`src/rtl/reg_writeback_queue_pkg.sv`:
```
// Shared definitions for the register writeback queue.
// Holds the machine word length, the default register file geometry,
// the writeback entry layout and the drain decision encoding.
package reg_writeback_queue_pkg;

  localparam int WORD_LENGTH = 32;
  localparam int RWQ_SIZE    = 16;
  localparam int RWQ_ADDR_W  = $clog2(RWQ_SIZE);
  localparam int RWQ_DEPTH   = 8;

  typedef struct packed {
    logic [RWQ_ADDR_W-1:0]  addr;
    logic [WORD_LENGTH-1:0] data;
  } wb_entry_t;

  // What the drain side does this cycle: nothing, a single write,
  // two independent writes, or two same-address entries merged into one write.
  typedef enum logic [1:0] {
    DRAIN_NONE  = 2'd0,
    DRAIN_ONE   = 2'd1,
    DRAIN_PAIR  = 2'd2,
    DRAIN_MERGE = 2'd3
  } drain_mode_e;

endpackage

```
`src/rtl/reg_writeback_queue_wb_fifo_2in_2out.sv`:
```
// Circular buffer accepting 0-2 pushes and 0-2 pops per cycle.
// Ports:
//   clk, rst_n      clock and asynchronous active-low reset
//   push_cnt        number of entries written this cycle (push0 first, then push1)
//   push0, push1    entries to write at tail and tail+1
//   pop_cnt         number of entries removed from head this cycle
//   head0, head1    entries at head and head+1
//   count           occupied entries
//   head_ptr        index of the oldest entry
//   entries         raw storage, for the bypass scan in the parent
// The caller guarantees push/pop counts never overflow or underflow.
module wb_fifo_2in_2out
  import reg_writeback_queue_pkg::*;
#(
  parameter int  DEPTH = RWQ_DEPTH,
  parameter type T     = wb_entry_t
) (
  input  logic                    clk,
  input  logic                    rst_n,
  input  logic [1:0]              push_cnt,
  input  T                        push0,
  input  T                        push1,
  input  logic [1:0]              pop_cnt,
  output T                        head0,
  output T                        head1,
  output logic [$clog2(DEPTH):0]  count,
  output logic [$clog2(DEPTH)-1:0] head_ptr,
  output T                        entries [DEPTH]
);

  localparam int PW = $clog2(DEPTH);
  localparam int CW = PW + 1;

  logic [PW-1:0] head_q, head_d;
  logic [PW-1:0] tail_q, tail_d;
  logic [CW-1:0] count_q, count_d;
  T              mem_q [DEPTH];
  T              mem_d [DEPTH];
  logic [PW-1:0] tail_plus1;
  logic [PW-1:0] head_plus1;

  // Pointers are exactly log2(DEPTH) bits wide, so +1 wraps DEPTH-1 -> 0 for free.
  assign tail_plus1 = tail_q + PW'(1);
  assign head_plus1 = head_q + PW'(1);

  always_comb begin
    mem_d   = mem_q;
    head_d  = head_q + PW'(pop_cnt);
    tail_d  = tail_q + PW'(push_cnt);
    count_d = count_q + CW'(push_cnt) - CW'(pop_cnt);
    if (push_cnt != 2'd0) mem_d[tail_q] = push0;
    if (push_cnt == 2'd2) mem_d[tail_plus1] = push1;
  end

  always_ff @(posedge clk or negedge rst_n) begin
    if (!rst_n) begin
      head_q  <= '0;
      tail_q  <= '0;
      count_q <= '0;
      for (int i = 0; i < DEPTH; i++) mem_q[i] <= '0;
    end else begin
      head_q  <= head_d;
      tail_q  <= tail_d;
      count_q <= count_d;
      mem_q   <= mem_d;
    end
  end

  assign head0    = mem_q[head_q];
  assign head1    = mem_q[head_plus1];
  assign count    = count_q;
  assign head_ptr = head_q;
  assign entries  = mem_q;

endmodule

```
`src/rtl/reg_writeback_queue.sv`:
```
// Write-side front end for the 2-write-port register file.
// Buffers results from producer A (ALU) and producer B (memory) in order,
// drains up to two per cycle onto the register file write ports and offers
// a bypass lookup over buffered entries.
// Ports:
//   clk, rst                      clock and asynchronous active-low reset
//   aValid/aReady/aAddr/aData     producer A handshake and payload (A is older)
//   bValid/bReady/bAddr/bData     producer B handshake and payload
//   drainEn                       register file may be written this cycle
//   writeEnable1/Addr1/Data1      write port 1 (wins on equal addresses)
//   writeEnable2/Addr2/Data2      write port 2
//   lookupAddr/lookupHit/lookupData  bypass query, youngest buffered match
//   count, empty                  occupancy
module reg_writeback_queue
  import reg_writeback_queue_pkg::*;
#(
  parameter int SIZE  = RWQ_SIZE,
  parameter int WIDTH = WORD_LENGTH,
  parameter int DEPTH = RWQ_DEPTH
) (
  input  logic                    clk,
  input  logic                    rst,
  input  logic                    aValid,
  output logic                    aReady,
  input  logic [$clog2(SIZE)-1:0] aAddr,
  input  logic [WIDTH-1:0]        aData,
  input  logic                    bValid,
  output logic                    bReady,
  input  logic [$clog2(SIZE)-1:0] bAddr,
  input  logic [WIDTH-1:0]        bData,
  input  logic                    drainEn,
  output logic                    writeEnable1,
  output logic [$clog2(SIZE)-1:0] writeAddr1,
  output logic [WIDTH-1:0]        writeData1,
  output logic                    writeEnable2,
  output logic [$clog2(SIZE)-1:0] writeAddr2,
  output logic [WIDTH-1:0]        writeData2,
  input  logic [$clog2(SIZE)-1:0] lookupAddr,
  output logic                    lookupHit,
  output logic [WIDTH-1:0]        lookupData,
  output logic [$clog2(DEPTH):0]  count,
  output logic                    empty
);

  localparam int AW = $clog2(SIZE);
  localparam int PW = $clog2(DEPTH);
  localparam int CW = PW + 1;

  typedef struct packed {
    logic [AW-1:0]    addr;
    logic [WIDTH-1:0] data;
  } entry_t;

  logic          ready;
  logic          a_fire;
  logic          b_fire;
  logic [1:0]    push_cnt;
  logic [1:0]    pop_cnt;
  entry_t        a_entry;
  entry_t        b_entry;
  entry_t        push0;
  entry_t        head0;
  entry_t        head1;
  logic [PW-1:0] head_ptr;
  entry_t        fifo_entries [DEPTH];
  drain_mode_e   drain_mode;
  logic [PW-1:0] scan_idx;

  wb_fifo_2in_2out #(
    .DEPTH (DEPTH),
    .T     (entry_t)
  ) u_fifo (
    .clk      (clk),
    .rst_n    (rst),
    .push_cnt (push_cnt),
    .push0    (push0),
    .push1    (b_entry),
    .pop_cnt  (pop_cnt),
    .head0    (head0),
    .head1    (head1),
    .count    (count),
    .head_ptr (head_ptr),
    .entries  (fifo_entries)
  );

  // Ready needs room for a full pair and looks only at the registered count,
  // so it never depends on valid or on this cycle's drain.
  assign ready  = (count <= CW'(DEPTH - 2));
  assign aReady = ready;
  assign bReady = ready;
  assign empty  = (count == '0);

  assign a_fire   = aValid & ready;
  assign b_fire   = bValid & ready;
  assign a_entry  = '{addr: aAddr, data: aData};
  assign b_entry  = '{addr: bAddr, data: bData};
  assign push_cnt = {1'b0, a_fire} + {1'b0, b_fire};
  // A lone B transfer still lands at tail, so B moves into the first slot.
  assign push0    = a_fire ? a_entry : b_entry;

  // Decide how the head pair leaves the queue this cycle.
  always_comb begin
    drain_mode = DRAIN_NONE;
    if (drainEn) begin
      if (count == CW'(1)) begin
        drain_mode = DRAIN_ONE;
      end else if (count >= CW'(2)) begin
        drain_mode = (head0.addr == head1.addr) ? DRAIN_MERGE : DRAIN_PAIR;
      end
    end
  end

  // On a same-address pair the older value would be overwritten anyway,
  // so only the newer one is written and both entries are popped.
  always_comb begin
    writeEnable1 = 1'b0;
    writeAddr1   = head0.addr;
    writeData1   = head0.data;
    writeEnable2 = 1'b0;
    writeAddr2   = head1.addr;
    writeData2   = head1.data;
    pop_cnt      = 2'd0;
    unique case (drain_mode)
      DRAIN_ONE: begin
        writeEnable1 = 1'b1;
        pop_cnt      = 2'd1;
      end
      DRAIN_PAIR: begin
        writeEnable1 = 1'b1;
        writeEnable2 = 1'b1;
        pop_cnt      = 2'd2;
      end
      DRAIN_MERGE: begin
        writeEnable1 = 1'b1;
        writeAddr1   = head1.addr;
        writeData1   = head1.data;
        pop_cnt      = 2'd2;
      end
      default: begin
      end
    endcase
  end

  // Scan from oldest to youngest; a later match overrides an earlier one,
  // leaving the entry closest to tail. Only occupied slots take part.
  always_comb begin
    lookupHit  = 1'b0;
    lookupData = '0;
    scan_idx   = head_ptr;
    for (int k = 0; k < DEPTH; k++) begin
      scan_idx = head_ptr + PW'(k);
      if ((CW'(k) < count) && (fifo_entries[scan_idx].addr == lookupAddr)) begin
        lookupHit  = 1'b1;
        lookupData = fifo_entries[scan_idx].data;
      end
    end
  end

endmodule

```
`config.mk`:
```
export PLATFORM = sky130hd
export DESIGN_NAME = reg_writeback_queue
export DESIGN_NICKNAME = d
export VERILOG_FILES = /design/src/rtl/reg_writeback_queue_pkg.sv /design/src/rtl/reg_writeback_queue_wb_fifo_2in_2out.sv /design/src/rtl/reg_writeback_queue.sv
export SDC_FILE = /design/constraint.sdc
export NUM_CORES = 2
export LEC_CHECK = 0
export ABC_AREA = 1
export CAP_MARGIN = 10
export CORE_MARGIN = 1
export CORE_UTILIZATION = 40
export CTS_CLUSTER_DIAMETER = 30
export DETAILED_ROUTE_END_ITERATION = 8
export GPL_TIMING_DRIVEN = 0
export PLACE_DENSITY = 0.66
export SLEW_MARGIN = 0
export SYNTH_ARGS = -nofsm -noshare
export SYNTH_HDL_FRONTEND = slang
export SYNTH_HIERARCHICAL = 1
export SYNTH_SLANG_ARGS = --single-unit
```
`constraint.sdc`:
```
create_clock -name clk -period 5.1 [get_ports clk]
set_clock_uncertainty 0.2 [all_clocks]
set_input_delay 0.765 -clock clk [delete_from_list [all_inputs] [get_ports clk]]
set_output_delay 0.765 -clock clk [all_outputs]
set_load 0.03 [all_outputs]
```
# Word level (Yosys, flattened, before mapping)
# Cells that the tools add are included.
# totals
n_memories	0
latchBits	0
mem_bits_ro	0
reg_bits	298
out_inout_bits	114
word_cells	152
mem_bits_rw	0
# classes
order_cmp	22
n_reduce_logical	14
add_sub_neg	13
n_eq_ne	14
bitwise	12
n_mul	0
n_shift	0
n_mux	58
div_mod_pow	0
# ops
op	n
binary-select mux 36 bit (select 3 bit)	8
two-way mux 36 bit	19
bitwise mux 288 bit	2
two-way mux 288 bit	2
two-way mux 32 bit	9
demux 36 bit (select 3 bit)	2
greater-or-equal comparator 4 bit (second input constant)	10
inverter 3 -> 4 bit	10
== test 4 bit	9
< comparator 3 x 4 -> 1 bit (first input constant)	4
adder 3 bit (second input constant)	4
two-way mux 1 bit	11
logical AND 1 bit	10
< comparator 1 x 4 -> 1 bit (first input constant)	2
< comparator 2 x 4 -> 1 bit (first input constant)	2
< comparator 4 x 1 -> 1 bit (second input constant)	2
adder 3 x 1 -> 3 bit (second input constant)	2
adder 3 x 2 -> 3 bit	2
adder 3 x 2 -> 3 bit (second input constant)	2
== test 2 bit (second input constant)	3
two-way mux 2 bit	3
adder 4 x 2 -> 4 bit	1
== test 4 x 1 -> 1 bit (second input constant)	1
greater-or-equal comparator 4 x 2 -> 1 bit (second input constant)	1
11 further kinds	12

# Depth between registers and ports, before layout
# depth
depth_word	14
mapped_depth	27
mapped_depth_nobuf	21

# Hierarchy
# The synthesis kept the hierarchy.
# modules_own_cells
module	area_each_um2	instances	seq_area_each_um2	cells_each
wb_fifo_2in_2out	21717.1	1	7457.2	3360
reg_writeback_queue	13904.6	1	0.0	3038

# Least setup slack after synthesis
# Ideal clock, no wire load.
# synth_path
kind	reg-to-output
startpoint	register u_fifo.head_q[1] (netlist: u_fifo/head_ptr[1])
endpoint	output lookupData[25]
t_required_ns	4.135
n_path_buf	7
path_stages_with_launch	27
path_slack_ns	0.686
t_arrival_ns	3.449
cell_sequence	dfrtp_1 -> buf_6 -> inv_4 -> buf_6 -> buf_2 -> buf_1 -> ha_1 -> buf_2 -> inv_1 -> buf_2 -> nand3_1 -> nand3_1 -> nand2_1 -> nand2_1 -> nand3_1 -> nor2_1 -> nand2_1 -> buf_2 -> o21ai_0 -> inv_1 -> nand2_1 -> nand2_1 -> nand2_1 -> nand2_1 -> nand2_1 -> nand2_1 -> nand2_1
# synth_via
elab_chain_len	14
# synth_rtl
element	line_no	text
from (decl)	reg_writeback_queue_wb_fifo_2in_2out.sv:34	logic [PW-1:0] head_q, head_d;
from (signal assigned)	reg_writeback_queue_wb_fifo_2in_2out.sv:57	head_q <= '0;
from (signal assigned)	reg_writeback_queue_wb_fifo_2in_2out.sv:62	head_q <= head_d;
adder 3 x 1 -> 3 bit / inverter 3 -> 4 bit (equally long branches)	reg_writeback_queue.sv:151, reg_writeback_queue.sv:152, reg_writeback_queue.sv:154	
inverter 3 -> 4 bit (not written as such) / binary-select mux 36 bit (select 3 bit) (equally long branches)	reg_writeback_queue.sv:152, reg_writeback_queue.sv:154	
binary-select mux 36 bit (select 3 bit) / two-way mux 36 bit (equally long branches)	reg_writeback_queue.sv:152, reg_writeback_queue.sv:154	
two-way mux 36 bit (not written as such)	reg_writeback_queue.sv:152	if ((CW'(k) < count) && (fifo_entries[scan_idx].addr == lookupAddr)) begin
two-way mux 36 bit (not written as such) / == test 4 bit (equally long branches)	reg_writeback_queue.sv:152	
== test 4 bit / logical AND 1 bit (equally long branches)	reg_writeback_queue.sv:152	
logical AND 1 bit / two-way mux 32 bit (equally long branches)	reg_writeback_queue.sv:152	
two-way mux 32 bit (6 in a row)	reg_writeback_queue.sv:152	
two-way mux 32 bit (*)	reg_writeback_queue.sv:152	
to (decl)	reg_writeback_queue.sv:40	output logic [WIDTH-1:0] lookupData,
# Mark *: on every way between the ends. The rest lies on a longest branch, timed or not. The select of a mux whose other input is x is not followed.

# Worst setup path after layout
# layout_path
startpoint	register u_fifo.head_q[0] (netlist: u_fifo/head_ptr[0])
endpoint	output writeData1[12]
# layout_via
elab_chain_len	12
# layout_rtl
element	line_no	text
adder 3 x 1 -> 3 bit	reg_writeback_queue_wb_fifo_2in_2out.sv:44	assign head_plus1 = head_q + PW'(1);
inverter 3 -> 4 bit (not written as such)	reg_writeback_queue_wb_fifo_2in_2out.sv:70	assign head1 = mem_q[head_plus1];
binary-select mux 36 bit (select 3 bit)	reg_writeback_queue_wb_fifo_2in_2out.sv:70	
two-way mux 36 bit (not written as such) (2 in a row)	reg_writeback_queue_wb_fifo_2in_2out.sv:70	
== test 4 bit	reg_writeback_queue.sv:108	drain_mode = (head0.addr == head1.addr) ? DRAIN_MERGE : DRAIN_PAIR;
two-way mux 1 bit	reg_writeback_queue.sv:108	
two-way mux 2 bit	reg_writeback_queue.sv:107	end else if (count >= CW'(2)) begin
two-way mux 2 bit	reg_writeback_queue.sv:105	if (count == CW'(1)) begin
two-way mux 2 bit	reg_writeback_queue.sv:104	if (drainEn) begin
== test 2 bit	reg_writeback_queue.sv:123	unique case (drain_mode)
two-way mux 32 bit (*)	reg_writeback_queue.sv:123	
to (decl)	reg_writeback_queue.sv:34	output logic [WIDTH-1:0] writeData1,
# Marks and branches as above.

==> results.json <==
{
  "status": "finished with violations",
  "violations": "hold timing, setup timing",
  "nNetsFinal": 6804,
  "finalInstanceArea_mm2": 0.0434,
  "path_buf_inv": 5,
  "seq_area_frac_synth_pct": 20.9,
  "drive_gt1_share_pct": 11.5,
  "worstPathMaxFanout": 10,
  "synthFlopType": "dfrtp_1",
  "synth-edff-count": 0,
  "path_delay_family": "buffers and inverters",
  "crit_top_cell": "nand2_1",
  "synth-seq-cells": 298,
  "syn_area_mm2": 0.0356,
  "cpPeakStageDelay_ns": 0.45,
  "ios": 195,
  "grt_antenna_before_repair": 3,
  "crit_required_ns": 4.14,
  "synthDistinctLibCells": 45,
  "grt_max_degree": 111,
  "die_x_um": 300,
  "fin_crit_sh_pct": 100,
  "overflow": 0,
  "place_ws_ns": -1.85,
  "place.gp.congestion": 1.07,
  "first_pass_iters": 8,
  "grt_pass1_wl_um": 306000,
  "yosysMostFrequentCell": "nand2_1",
  "root_buffer": "clkbuf_16",
  "drc": 0,
  "critPathKind": "flip-flop to output port",
  "num_rows": 109,
  "syn2layout_area_growth_pct": 21.8,
  "viasPerCell": 5.91,
  "maxCapViolations": 0,
  "grt_pass1_vias": 42548,
  "setup_slack_ns": -0.00383,
  "die_y_um": 300,
  "portBuffers": 192,
  "final_util_pct": 49.2,
  "gr-usage-all-layers_pct": 47.3,
  "hold_class": "input port to asynchronous set/reset pin",
  "core_mm2": 0.0882,
  "finalMaxSlewViolations": 0,
  "yosys.area.top_type": "nand2_1",
  "max_slew_margin_pct": 24.5,
  "numCtsBuffers": 76,
  "ys_top_cells_by_count": "nand2_1, nand3_1, inv_1, o21ai_0, dfrtp_1",
  "hold_viol_final": 2,
  "cts_buffer_depth": 3,
  "wire_per_inst_um": 27.7,
  "start_kind": "flip-flop",
  "path_clk_slew_ns": 0.05,
  "yosysTopAreaCellShare_pct": 33.1,
  "place_area_mm2": 0.0391,
  "cp-end-kind": "output port",
  "layout_min_cycle_time_ns": 5.10,
  "yosys_warnings": 6,
  "fmax_ghz": 0.196,
  "cts_tree": "built",
  "ant_nets": 0,
  "crit_slowest_cell": "dfrtp_2",
  "wl_um": 220000,
  "syn_area_per_cell_um2": 5.57,
  "dp_hpwl_um": 175000,
  "synth_area_leaders": "nand2_1, dfrtp_1, nand3_1",
  "synth_nets": 6494,
  "numClockSinks": 298,
  "worst_slew_pin_slew_ns": 1.13,
  "async_flop_share_pct": 100,
  "setup_viol": 2,
  "syn_inst": 6398,
  "htree_levels": 3,
  "clkLatencyLatePin_ns": 0.63,
  "arrival_ns": 4.14,
  "start_util_pct": 40.4,
  "grt_setup_unrepaired": "yes",
  "cp_cell_sequence": "ha_1 -> xnor2_4 -> clkinv_2 -> buf_2 -> nand2_1 -> nand2_1 -> xor2_1 -> nor2_1 -> nand2_1 -> nor2_4 -> buf_12 -> clkbuf_8 -> mux2_2 -> dlygate4sd2_1",
  "drtIter0Drc": 7463,
  "num_vias": 46946,
  "hold_ws_ns": -0.0138,
  "hold_buffers": 0,
  "die_area_mm2": 0.0903
}
[layout make-up]
cell class | count | area (um^2)
Fill cell | 9567 | 44800
Multi-Input combinational cell | 5104 | 24200
Sequential cell | 298 | 7460
Buffer | 511 | 3140
Timing Repair Buffer | 238 | 2580
Clock buffer | 92 | 2040
Inverter | 479 | 1870
Tap cell | 1165 | 1460
Clock inverter | 47 | 672
Antenna cell | 5 | 12.5
[flip-flops by register name (all words and copies together), names as in the netlist]
name and flops:
u_fifo/count 4, u_fifo/entries 288, u_fifo/head_ptr 3, u_fifo/tail_q 3
[metal layers]
metal	GRT usage [%]	vias up	wire length (um)
met2	65.0	3466	85600
met5	0	-	45
li1	-	21151	-
met4	17.7	4	9480
met1	63.9	21817	89100
met3	21.4	508	35900
[path summary, 6_finish.rpt]
kind	from	endpoint	slack [ns]	depth (start not counted)
min reg2reg	u_fifo/tail_q[0]$_DFF_PN0_	u_fifo/tail_q[0]$_DFF_PN0_	0.38	1
max reg2reg	u_fifo/count[3]$_DFF_PN0_	u_fifo/entries[136]$_DFF_PN0_	0.21	13
max in group asynchronous	rst	u_fifo/tail_q[0]$_DFF_PN0_	3.51	2
min in group clk	u_fifo/tail_q[0]$_DFF_PN0_	u_fifo/tail_q[0]$_DFF_PN0_	0.38	1
max	u_fifo/head_ptr[0]$_DFF_PN0_	writeData1[12]	-0.004	14
min	rst	u_fifo/entries[187]$_DFF_PN0_	-0.01	1
[kinds of logic (layout without fill, tap and decap cells)]
family	count (synthesis)	in the layout	synth area share (%)
AOI/OAI and AO/OA	756	756	12.8
xor gates and xnor gates	19	19	0.625
adders and majority gates	15	15	0.611
buffers and inverters	997	1367	12.7
DFF	298	298	20.9
muxes	157	157	4.52
other	0	5	0
and+or+nand+nor	4156	4157	47.8
[stage by stage]
stage | instances | setup TNS (ns)
after floorplan | 6398 | 0
after global placement | 7755 | -3435.47
after detailed placement | 7757 | -108.66
after CTS | 7927 | -0.579
after global routing | 7934 | -0.905
final | 7939 | -0.00400
[cells in the final DEF, fill, tap and decap left out, types with 25 or more instances in the layout]
cell,n
a21oi_1,68
a31oi_1,31
buf_1,25
buf_2,154
buf_4,110
buf_6,80
clkbuf_1,151
clkbuf_16,84
clkbuf_2,26
clkdlybuf4s50_1,127
dfrtp_1,296
dlygate4sd2_1,27
inv_1,453
mux2_2,32
mux2i_1,125
nand2_1,3086
nand2_2,52
nand3_1,748
nand3_2,39
nand4_1,33
nor2_1,139
o211ai_1,289
o21ai_0,307
o21ai_1,52
[repair_timing]
item | in CTS | in global routing
gates resized for setup | 490 | 150
setup endpoints to repair | 92 | 299
gates cloned | 6 | 6
pin swaps | 16 | 30
buffers inserted | 27 | 6
Power is not shown: default switching activity piles up to over one toggle a cycle in this logic, so the estimate is an artifact.
